`src/rtl/data_bus_arbiter_if.sv`:
```
// Shared processor data-bus bundle: request side (read enables, source values,
// conflict clear) and the registered bus outputs produced by the arbiter.
interface data_bus_arbiter_if #(
  parameter int unsigned SRC_COUNT = 16,
  parameter int unsigned WIDTH     = 12
);
  localparam int unsigned IdxW = $clog2(SRC_COUNT);

  logic [SRC_COUNT-1:0]       read_en;
  logic [SRC_COUNT*WIDTH-1:0] src_data;
  logic                       conflict_clr;
  logic [WIDTH-1:0]           dataout;
  logic                       out_valid;
  logic [IdxW-1:0]            out_src;
  logic                       conflict;
  logic [7:0]                 conflict_count;

  // Request/source side: drives enables and source values, observes the bus.
  modport master (
    output read_en, src_data, conflict_clr,
    input  dataout, out_valid, out_src, conflict, conflict_count
  );

  // Arbiter side.
  modport slave (
    input  read_en, src_data, conflict_clr,
    output dataout, out_valid, out_src, conflict, conflict_count
  );
endinterface

```
`src/rtl/data_bus_arbiter.sv`:
```
// Registered data-bus arbiter: picks one of SRC_COUNT sources from read_en,
// using fixed-priority or round-robin arbitration, and loads it onto the bus
// one cycle later. Multiple simultaneous requests are flagged (sticky) and
// counted (saturating at 255).
module data_bus_arbiter #(
  parameter int unsigned SRC_COUNT   = 16,
  parameter int unsigned WIDTH       = 12,
  parameter int unsigned DEFAULT_SRC = 1,
  parameter int unsigned ARB_MODE    = 0,
  parameter int unsigned HOLD_IDLE   = 0
) (
  input logic               clk,
  input logic               reset,
  data_bus_arbiter_if.slave bus
);

  localparam int unsigned IdxW = $clog2(SRC_COUNT);
  localparam logic [IdxW-1:0] DefIdx  = IdxW'(DEFAULT_SRC);
  localparam logic [IdxW-1:0] LastIdx = IdxW'(SRC_COUNT - 1);

  // Elaboration-time parameter sanity checks.
  if (SRC_COUNT < 2) begin : gen_bad_src_count
    $error("data_bus_arbiter: SRC_COUNT must be at least 2");
  end
  if (DEFAULT_SRC >= SRC_COUNT) begin : gen_bad_default_src
    $error("data_bus_arbiter: DEFAULT_SRC must be below SRC_COUNT");
  end
  if (ARB_MODE > 1) begin : gen_bad_arb_mode
    $error("data_bus_arbiter: ARB_MODE must be 0 or 1");
  end
  if (HOLD_IDLE > 1) begin : gen_bad_hold_idle
    $error("data_bus_arbiter: HOLD_IDLE must be 0 or 1");
  end

  logic [WIDTH-1:0] dataout_q, dataout_d;
  logic [IdxW-1:0]  out_src_q, out_src_d;
  logic             out_valid_q, out_valid_d;
  logic [IdxW-1:0]  rr_ptr_q, rr_ptr_d;
  logic             conflict_q, conflict_d;
  logic [7:0]       conflict_cnt_q, conflict_cnt_d;

  logic             any_req;
  logic             multi_req;
  logic [IdxW-1:0]  grant_idx;

  // Request summary: clearing the lowest set bit leaves something iff >= 2 bits set.
  always_comb begin
    any_req   = |bus.read_en;
    multi_req = |(bus.read_en & (bus.read_en - SRC_COUNT'(1)));
  end

  // Winner selection: lowest index, or first requester at/after rr_ptr with wrap.
  always_comb begin
    int unsigned     scan;
    logic [IdxW-1:0] scan_idx;
    logic            found;
    grant_idx = '0;
    scan      = 0;
    scan_idx  = '0;
    found     = 1'b0;
    if (ARB_MODE == 0) begin
      for (int unsigned k = 0; k < SRC_COUNT; k++) begin
        scan_idx = IdxW'(k);
        if (!found && bus.read_en[scan_idx]) begin
          found     = 1'b1;
          grant_idx = scan_idx;
        end
      end
    end else begin
      for (int unsigned k = 0; k < SRC_COUNT; k++) begin
        scan = 32'(rr_ptr_q) + k;
        if (scan >= SRC_COUNT) begin
          scan = scan - SRC_COUNT;
        end
        scan_idx = IdxW'(scan);
        if (!found && bus.read_en[scan_idx]) begin
          found     = 1'b1;
          grant_idx = scan_idx;
        end
      end
    end
  end

  // Next-state for the bus registers, round-robin pointer and conflict tracking.
  always_comb begin
    dataout_d      = dataout_q;
    out_src_d      = out_src_q;
    out_valid_d    = 1'b0;
    rr_ptr_d       = rr_ptr_q;
    conflict_d     = conflict_q;
    conflict_cnt_d = conflict_cnt_q;

    if (any_req) begin
      dataout_d   = bus.src_data[grant_idx*WIDTH +: WIDTH];
      out_src_d   = grant_idx;
      out_valid_d = 1'b1;
      rr_ptr_d    = (grant_idx == LastIdx) ? '0 : grant_idx + IdxW'(1);
    end else if (HOLD_IDLE == 0) begin
      dataout_d = bus.src_data[DEFAULT_SRC*WIDTH +: WIDTH];
      out_src_d = DefIdx;
    end

    // A conflict in the same cycle as a clear restarts the count at one.
    if (multi_req) begin
      conflict_d = 1'b1;
      if (bus.conflict_clr) begin
        conflict_cnt_d = 8'd1;
      end else if (conflict_cnt_q != 8'hFF) begin
        conflict_cnt_d = conflict_cnt_q + 8'd1;
      end
    end else if (bus.conflict_clr) begin
      conflict_d     = 1'b0;
      conflict_cnt_d = 8'd0;
    end
  end

  // State registers with asynchronous active-low reset.
  always_ff @(posedge clk or negedge reset) begin
    if (!reset) begin
      dataout_q      <= '0;
      out_src_q      <= '0;
      out_valid_q    <= 1'b0;
      rr_ptr_q       <= '0;
      conflict_q     <= 1'b0;
      conflict_cnt_q <= 8'd0;
    end else begin
      dataout_q      <= dataout_d;
      out_src_q      <= out_src_d;
      out_valid_q    <= out_valid_d;
      rr_ptr_q       <= rr_ptr_d;
      conflict_q     <= conflict_d;
      conflict_cnt_q <= conflict_cnt_d;
    end
  end

  // Outputs come straight from registers.
  always_comb begin
    bus.dataout        = dataout_q;
    bus.out_src        = out_src_q;
    bus.out_valid      = out_valid_q;
    bus.conflict       = conflict_q;
    bus.conflict_count = conflict_cnt_q;
  end

`ifndef SYNTHESIS
  // The sticky flag and the count always agree, since the count never wraps to zero.
  a_flag_matches_count : assert property (@(posedge clk) disable iff (!reset)
    conflict_q == (conflict_cnt_q != 8'd0));
  a_src_in_range : assert property (@(posedge clk) disable iff (!reset)
    32'(out_src_q) < SRC_COUNT);
`endif

endmodule

```
`src/flat_wrapper.sv`:
```
// flat-port wrapper written by rule: the top's interface ports become plain ports
module data_bus_arbiter_flat 
#(
  parameter int unsigned SRC_COUNT   = 16,
  parameter int unsigned WIDTH       = 12,
  parameter int unsigned DEFAULT_SRC = 1,
  parameter int unsigned ARB_MODE    = 0,
  parameter int unsigned HOLD_IDLE   = 0
)
  (clk, reset, bus_read_en, bus_src_data, bus_conflict_clr, bus_dataout, bus_out_valid, bus_out_src, bus_conflict, bus_conflict_count);
  data_bus_arbiter_if #(.SRC_COUNT(SRC_COUNT), .WIDTH(WIDTH)) bus_i ();
  input logic clk;
  input logic reset;
  input wire logic [$bits(bus_i.read_en)-1:0] bus_read_en;
  input wire logic [$bits(bus_i.src_data)-1:0] bus_src_data;
  input wire logic [$bits(bus_i.conflict_clr)-1:0] bus_conflict_clr;
  output wire logic [$bits(bus_i.dataout)-1:0] bus_dataout;
  output wire logic [$bits(bus_i.out_valid)-1:0] bus_out_valid;
  output wire logic [$bits(bus_i.out_src)-1:0] bus_out_src;
  output wire logic [$bits(bus_i.conflict)-1:0] bus_conflict;
  output wire logic [$bits(bus_i.conflict_count)-1:0] bus_conflict_count;
  assign bus_i.read_en = bus_read_en;
  assign bus_i.src_data = bus_src_data;
  assign bus_i.conflict_clr = bus_conflict_clr;
  assign bus_dataout = bus_i.dataout;
  assign bus_out_valid = bus_i.out_valid;
  assign bus_out_src = bus_i.out_src;
  assign bus_conflict = bus_i.conflict;
  assign bus_conflict_count = bus_i.conflict_count;
  data_bus_arbiter #(.SRC_COUNT(SRC_COUNT), .WIDTH(WIDTH), .DEFAULT_SRC(DEFAULT_SRC), .ARB_MODE(ARB_MODE), .HOLD_IDLE(HOLD_IDLE)) u_core (.clk(clk), .reset(reset), .bus(bus_i));
endmodule
```
`config.mk`:
```
export PLATFORM = sky130hd
export DESIGN_NAME = data_bus_arbiter_flat
export DESIGN_NICKNAME = d
export VERILOG_FILES = /design/src/rtl/data_bus_arbiter_if.sv /design/src/rtl/data_bus_arbiter.sv /design/src/flat_wrapper.sv
export SDC_FILE = /design/constraint.sdc
export NUM_CORES = 1
export LEC_CHECK = 0
export BUFFER_PORTS_ARGS = -buffer_cell sky130_fd_sc_hd__buf_2
export CORE_MARGIN = 3
export CORE_UTILIZATION = 37
export DETAILED_ROUTE_END_ITERATION = 12
export HOLD_SLACK_MARGIN = 0.15
export PLACE_DENSITY = 0.79
export RECOVER_POWER = 100
export SYNTH_ARGS = -nofsm -noshare
export SYNTH_HDL_FRONTEND = slang
export SYNTH_SLANG_ARGS = --single-unit
export TNS_END_PERCENT = 100
```
`constraint.sdc`:
```
create_clock -name clk -period 2.2 [get_ports clk]
set_clock_uncertainty 0.15 [all_clocks]
set_input_delay 0.22 -clock clk [delete_from_list [all_inputs] [get_ports clk]]
set_output_delay 0.22 -clock clk [all_outputs]
set_load 0.01 [all_outputs]
```
; Word-level counts from Yosys, hierarchy flattened
; Cells that the tools add are included.
; Widths: inputs -> output; s select.
[word_totals]
regBits = 26
wordCells = 85
[op_classes]
n_addsub = 2
multipliers = 1
n_eq_ne = 1
shift = 1
n_mux = 39
bitwise = 1
reduce_logical = 35
[op_table]
columns = operator, n
row1 = $shiftx 192x9->12, 1
row2 = $mux 4, 12
row3 = $mux 8, 4
row4 = $reduce_or 16->1, 2
row5 = $mux 1, 19
row6 = $and 16x16->16, 1
row7 = $sub 16x1->16 const B, 1
row8 = $logic_and 1x1->1, 15
row9 = $logic_not 1->1, 15
row10 = $mux 12, 1
row11 = $add 8x1->8 const B, 1
row12 = $ne 8x8->1 const B, 1
row13 = $mul 4x2->6 const B, 1
row14 = $mux 2, 2
row15 = $reduce_bool 2->1, 2
row16 = $mux 3, 1
row17 = $reduce_and 2->1, 1

; Logic depth before layout (Yosys ltp)
; Gate-level depths: netlist (run 1).
[logic_depth]
word_depth = 49
depth_mapped = 11
depth_no_buf = 9

; Worst setup path before layout (run 1)
; OpenSTA, ideal clock, no wires.
[synth_path]
kind = input -> register
start = input port bus_read_en[8]
end = register u_core.dataout_q[4], in the netlist u_core.bus.dataout[4]
setup_ns = 0.126
arrival_time_ns = 1.977
slack_ns = -0.053
stages = 9
path_buffers = 1
path_cell_list = nor4_4 nand3_2 or4b_1 and2_4 o21ai_4 buf_6 o22ai_1 o32ai_1 nor2_1
[synth_via]
elab_chain_cells = 26
word_cells_on_any_way = 34
[synth_lines]
columns = item, line_no
row1 = from (decl), flat_wrapper.sv:14  ; input wire logic [$bits(bus_i.read_en)-1:0] bus_read_en;
row2 = $logic_and 1x1->1, data_bus_arbiter.sv:64  ; if (!found && bus.read_en[scan_idx]) begin
row3 = $mux 1, data_bus_arbiter.sv:64
row4 = $logic_not 1->1, data_bus_arbiter.sv:64
row5 = $logic_and 1x1->1, data_bus_arbiter.sv:64
row6 = $mux 1, data_bus_arbiter.sv:64
row7 = $logic_not 1->1, data_bus_arbiter.sv:64
row8 = $logic_and 1x1->1, data_bus_arbiter.sv:64
row9 = $mux 1, data_bus_arbiter.sv:64
row10 = [... 11 more ...], n/a
row11 = $mux 1, data_bus_arbiter.sv:64
row12 = $logic_not 1->1, data_bus_arbiter.sv:64
row13 = $logic_and 1x1->1, data_bus_arbiter.sv:64
row14 = $mux 4, data_bus_arbiter.sv:64
row15 = $mul 4x2->6, data_bus_arbiter.sv:94  ; dataout_d = bus.src_data[grant_idx*WIDTH +: WIDTH];
row16 = $shiftx 192x9->12, data_bus_arbiter.sv:94
row17 = $mux 12 *, data_bus_arbiter.sv:93  ; if (any_req) begin
row18 = named net u_core.dataout_d[4], data_bus_arbiter.sv:35  ; logic [WIDTH-1:0] dataout_q, dataout_d;
row19 = to (signal assigned), data_bus_arbiter.sv:127  ; dataout_q <= dataout_d;
row20 = to (decl), data_bus_arbiter.sv:35
; The timed path passes the listed nets; every way through them passes the cells marked *.
; A chain may end at the register's enable or synchronous reset.

; Worst setup path in the final report (run 1)
[layout_path]
start = input port bus_read_en[2]
end = register u_core.dataout_q[5], in the netlist u_core.bus.dataout[5]
[layout_via]
elab_chain_cells = 44
word_cells_on_any_way = 58
[layout_lines]
columns = item, line_no
row1 = $logic_and 1x1->1, data_bus_arbiter.sv:64
row2 = $mux 1, data_bus_arbiter.sv:64
row3 = $logic_not 1->1, data_bus_arbiter.sv:64
row4 = $logic_and 1x1->1, data_bus_arbiter.sv:64
row5 = $mux 1, data_bus_arbiter.sv:64
row6 = $logic_not 1->1, data_bus_arbiter.sv:64
row7 = $logic_and 1x1->1, data_bus_arbiter.sv:64
row8 = $mux 1, data_bus_arbiter.sv:64
row9 = [... 29 more ...], n/a
row10 = $mux 1, data_bus_arbiter.sv:64
row11 = $logic_not 1->1, data_bus_arbiter.sv:64
row12 = $logic_and 1x1->1, data_bus_arbiter.sv:64
row13 = $mux 4, data_bus_arbiter.sv:64
row14 = $mul 4x2->6, data_bus_arbiter.sv:94
row15 = $shiftx 192x9->12, data_bus_arbiter.sv:94
row16 = $mux 12 *, data_bus_arbiter.sv:93
row17 = named net u_core.dataout_d[5], data_bus_arbiter.sv:35
; Marks and branches as above.

==> out/qor.yml, run 1 <==
fp.coreArea_sq_mm: 0.00781
vias_per_cell: 5.54
reg2reg_depth: 7
seq_area_sq_um: 651
drv_slew: 0
drive_gt1_share_pct: 49.7
cts-root-buf: "clkbuf_8"
fillerInstances: 641
worst_pin_slew_ns: 1.47
dr.first_iter.drc_count: 370
antenna_found_initial: 0
cpMaxStageDelayCell: "nor4_4"
power_density_mw_per_mm2: 329
multi_input_comb_area_sq_mm: 0.00248
worst_ir_drop_vdd_mv: 0.188
gp_congestion: 0.920
synth.distinct_cells: 51
nNetsFinal: 945
path_clk_slew_ns: 0.10
insertion_delay_ns: 0.27
synthCells: 415
grt_pass1_wl_um: 20400
min_period_over_period_pct: 109
diodes: 0
power.total_mw: 1.81
reg2reg_to: "u_core.bus.conflict_count[2]"
pre_cts_ws_ns: -0.584
final_core_util_pct: 70.5
synth_edf_count: 0
relSlewSlack_pct: 1.82
whs_path_depth: 5
ys.flop_type: "dfrtp_1"
min_to: "u_core.bus.dataout[6]"
cp-end-kind: "register"
fin_area_sq_mm: 0.00551
drc: 0
layout_min_cycle_time_ns: 2.40
tritoncts: "done"
grt_use_total_pct: 28.5
rsz0062_at_grt: "true"
layout_common_cells: "206 x buf_2, 105 x nand2_1, 67 x buf_4"
htree_levels: 1
crit_required_ns: 2.21
layout_commonest_cell: "buf_2"
dp_cells: 793
wirelength_um: 15500
synth_seq_area_share_pct: 21.7
failed_checks: "negative setup slack"
grt_max_degree: 35
hp-class: "in -> reg"
critPathMaxFanout: 12
cts_buffers: 3
critical_path_class: "in -> reg"
io_buffer_count: 236
max_stage_delay_ns: 0.34
die_w_um: 96.0
crit_top_cell: "buf_4"
syn2layout_area_growth_pct: 83.7
firstDrtPassIters: 5
r2r_slack_ns: 0.14
post_drt_wl_per_cell_um: 18.6
synth-seq-cells: 26
fp.dieH_um: 96.0
synthArstFlopShare_pct: 100
fin_cells: 834
worst-endpoint-arrival_ns: 2.41
cts.sinks: 26
setup_viol: 13
finalHoldViolCount: 0
hp-start: "bus_src_data[138]"
fmax_mhz: 416
worst_setup_path_start_kind: "input port"
synth.avg_cell_area_sq_um: 7.22
place_area_sq_mm: 0.00476
io_pins: 237
path_cells: "buf_8, nor4_4, buf_4, nand3_4, buf_6, o32ai_4, buf_4, clkbuf_16, mux2i_1, o22ai_2, o32ai_2, nor2_1"
vias: 4620
drv_cap: 0
clockBufferDepth: 2
status: "finished, violations left"
p_leak_nw: 2.79
setup_ws_ns: -0.204
dpl.hpwl_um: 11200
worstReg2RegStart: "u_core.bus.conflict_count[0]"
rows: 32
syn-num-nets: 627
dieArea_sq_mm: 0.00922
postRouteAntennaNets: 0
start_util_pct: 38.4
synth_warnings: 0
grt_overflow_total: 0
synth_area_sq_mm: 0.00300
grt_pass1_vias: 4112
cells by family after synthesis:
| logic type | Yosys count | share of synthesized area (%) |
|---|---|---|
| AND/OR/NAND/NOR | 172 | 27.7 |
| AO/OA/AOI/OAI | 133 | 26.9 |
| multiplexers | 47 | 15.7 |
| buffers and inverters | 34 | 6.93 |
| flip-flops | 26 | 21.7 |
| adder cells (fa/ha/maj) | 3 | 1.09 |
layout make-up:
type,count,share of cell area (%)
inverter,6,0.500
clock buffer,4,1.00
multi-input combinational,358,45.0
sequential,26,11.8
tap,102,2.32
timing repair buffer,338,39.3
timing repair:
action | 4_1_cts | 5_1_grt
endpoints found under the setup margin | 21 | 21
resized for setup | 29 | 51
hold buffers | 11 | 2
cloned | 1 | 5
setup buffers | 5 | 15
hold endpoints to repair | 39 | 2
pin swaps | 8 | 12
power by group:
| part | switching (mW) | internal, mW | leakage (nW) |
|---|---|---|---|
| combinational | 0.472 | 0.480 | 2.44 |
| sequential | 0.0204 | 0.516 | 0.321 |
| clock | 0.163 | 0.160 | 0.0288 |
worst max-delay path by stage:
stage / from / end
finish: bus_read_en[2] / u_core.bus.dataout[5]
CTS: bus_read_en[1] / u_core.bus.dataout[5]
floorplan: bus_read_en[11] / u_core.bus.dataout[0]
global route: bus_read_en[2] / u_core.bus.dataout[8]
detailed placement: bus_read_en[9] / u_core.bus.dataout[1]
global placement: bus_read_en[9] / u_core.bus.dataout[3]
cells in the mapped netlist, types with 5 or more instances:
library cell  count  area, sq um
o21ai_0          19         95.1
o32ai_1          13          114
nor2_1           22         82.6
mux2i_1          47          470
o22ai_1          12         75.1
a21oi_1          61          305
buf_6             6         67.6
buf_2            12         60.1
dfrtp_1          26          651
nor4_1           14         87.6
o21ai_1          10         50.1
nand2_1         106          398
inv_1             5         18.8
and3_1            6         37.5
clkbuf_1          5         18.8
worst max-delay path: cells and delay by family:
kind,cells,cell delay (ns)
multiplexers,1,0.23
buffers and inverters,5,0.82
AO/OA/AOI/OAI,3,0.63
AND/OR/NAND/NOR,3,0.51
through the flow:
| stage | hold slack [ns] | TNS, ns |
|---|---|---|
| 6_report | 0.188 | -1.95 |
| 5_1_grt | 0.239 | -3.36 |
| 4_1_cts | 0.162 | -0.867 |
| 3_5_place_dp | 0.117 | -9.24 |
| 3_3_place_gp | 0.112 | -8.70 |
| 2_1_floorplan | -0.226 | -0.0394 |
state kept, by name, indices dropped and copies added, names as in the netlist:
signal                     cells
u_core.bus.dataout            12
u_core.bus.conflict_count      8
u_core.bus.out_src             4
u_core.bus.conflict            1
u_core.bus.out_valid           1
layer usage:
layer	global-route usage [%]	routed length, um	part of all wire, %
met2	48.6	7760	50
met3	3.91	1200	7.7
met5	0	0	0
met4	6.28	359	2.3
met1	38.1	6190	40
Note: power is estimated with default switching activity, not from simulation.
==> run 2: changes to the inputs <==
BUFFER_PORTS_ARGS = unset   (was -buffer_cell sky130_fd_sc_hd__buf_2)
CORE_AREA = 3 3 90 92   (was unset)
CORE_MARGIN = unset   (was 3)
CORE_UTILIZATION = unset   (was 37)
DIE_AREA = 0 0 93 95   (was unset)
DONT_BUFFER_PORTS = 1   (was unset)
PLACE_DENSITY = unset   (was 0.79)
==> out/qor.yml, run 2 (synthesis results as in run 1) <==
critical_path_class: "in -> reg"
diodes: 0  # unchanged
drv_cap: 1  # +1
postRouteAntennaNets: 0  # unchanged
fillerInstances: 703  # +9.7%
drive_gt1_share_pct: 21.1  # -29 points
hp-start: "bus_read_en[8]"
largest_reg_flops: 12  # unchanged
wirelength_um: 12700  # -18%
rsz0062_at_grt: "true"
firstDrtPassIters: 5  # unchanged
min_period_over_period_pct: 99.4  # -9.9 points
fin_setup_tns_ns: 0  # +1.95 ns
syn2layout_area_growth_pct: 34.6
crit_required_ns: 2.21  # about the same
power_density_mw_per_mm2: 387  # +18%
clockBufferDepth: 2  # unchanged
whs_path_depth: 3  # -2
vias: 3550  # -23%
grt_overflow_total: 0  # unchanged
die_w_um: 93  # -3.1%
vias_per_cell: 6.09  # +9.9%
htree_levels: 1  # unchanged
dieArea_sq_mm: 0.00884  # -4.2%
nNetsFinal: 697  # -26%
io_buffer_count: 0  # -100%
failed_checks: "max-capacitance violations, max-slew violations"
layout_commonest_cell: "nand2_1"
critPathMaxFanout: 22  # +10
cts_buffers: 3  # unchanged
reg2reg_depth: 7  # unchanged
grt_pass1_wl_um: 18300  # -10%
cts.sinks: 26  # unchanged
worst_setup_path_start_kind: "input port"
worst_pin_slew_ns: 1.52  # +0.0485 ns
io_pins: 237  # unchanged
fp.dieH_um: 95  # -1.1%
relSlewSlack_pct: -1.42  # -3.2 points
min_to: "u_core.bus.conflict"
layout_min_cycle_time_ns: 2.19  # -0.219 ns
finalHoldViolCount: 0  # unchanged
grt_use_total_pct: 26.7  # -1.8 points
hp-class: "in -> reg"
dp_cells: 534  # -33%
start_util_pct: 41.1  # +2.7 points
drc: 0  # unchanged
p_leak_nw: 1.76  # -37%
layout_common_cells: "105 x nand2_1, 56 x a21oi_1, 46 x buf_4"
cts-root-buf: "clkbuf_8"
gp_congestion: 0.987  # +7.3%
dr.first_iter.drc_count: 193  # -48%
status: "finished, violations left"
path_clk_slew_ns: 0.11  # about the same
reg2reg_to: "u_core.bus.conflict_count[2]"
antenna_found_initial: 0  # unchanged
fmax_mhz: 457  # +10%
worstReg2RegStart: "u_core.bus.conflict_count[0]"
dpl.hpwl_um: 9820  # -13%
setup_viol: 0  # -13
drv_slew: 27  # +27
grt_max_degree: 39  # +11%
tritoncts: "done"
worst-endpoint-arrival_ns: 2.19  # -0.22 ns
worst_ir_drop_vdd_mv: 0.204  # +8.2%
r2r_slack_ns: 0.10  # -0.04 ns
cp-end-kind: "register"
post_drt_wl_per_cell_um: 21.8  # +17%
insertion_delay_ns: 0.28  # about the same
fin_cells: 583  # -30%
fp.coreArea_sq_mm: 0.00729  # -6.6%
rows: 31  # -3.1%
grt_pass1_vias: 3515  # -15%
[run 2: changes by cell type in the layout (fill, tap and decap cells not counted), sizes merged]
| cell | delta |
|---|---|
| o21ai | -2 |
| dlygate4sd3 | +18 |
| clkbuf | -26 |
| buf | -238 |
| bufinv | +1 |
| nand2 | -1 |
[run 2: per-stage QoR]
stage | setup slack [ns] | total power, mW | util (%) | hold slack, ns | area (sq um)
finish | 0.0141 | 1.56 | 55.3 | 0.151 | 4040
global route | -0.0991 | 1.65 | 55.3 | 0.173 | 4040
CTS | -0.00177 | 1.56 | 53.6 | 0.150 | 3910
detailed placement | -0.444 | 1.06 | 46.6 | -0.225 | 3400
global placement | -0.503 | 1.05 | 46.6 | -0.225 | 3400
floorplan | -0.00456 | 0.907 | - | -0.226 | 3000
[run 2: report_power, final]
group	total (mW)	switching (mW)	internal, mW
Combinational	0.588	0.303	0.284
Sequential	0.562	0.0448	0.517
Clock	0.414	0.170	0.244
[run 2: metal layers]
metal | global-route usage, % | part of all wire (%)
met5 | 0 | 0
met4 | 6.35 | 1.8
met3 | 4.62 | 8.6
met2 | 45.5 | 49
met1 | 35.3 | 41
[run 2: layout make-up]
class	instances	area, sq um	area share [%]
Clock buffer	3	41.3	1.02
Clock inverter	1	30.0	0.744
Inverter	6	27.5	0.682
Multi-Input combinational cell	355	2310	57.3
Sequential cell	26	651	16.1
Tap cell	99	124	3.07
Timing Repair Buffer	93	851	21.1
[run 2: how the worst max path moves through the flow]
stage / from / to / cells after the start
2_1_floorplan: bus_read_en[11] / u_core.bus.dataout[0] / 9
3_3_place_gp: bus_read_en[11] / u_core.bus.dataout[6] / 9
3_5_place_dp: bus_read_en[9] / u_core.bus.dataout[6] / 11
4_1_cts: bus_read_en[3] / u_core.bus.dataout[6] / 11
5_1_grt: bus_read_en[1] / u_core.bus.dataout[6] / 9
6_report: bus_read_en[1] / u_core.bus.dataout[8] / 11
[run 2: timing repair]
item,CTS,global route
resized for setup,12,23
endpoints found under the setup margin,8,17
buffers inserted,6,7
pin swaps,4,8
hold buffers,32,0
hold endpoints to repair,47,0
[run 2: worst max-delay path: stages]
cell and delay [ns]:
nor4_4 0.33, nand2_2 0.12, nor4b_2 0.22, buf_4 0.17, o32ai_4 0.10, buf_6 0.16, buf_12 0.15, mux2i_2 0.19
o21ai_1 0.09, nor4_2 0.34, nor2_1 0.08
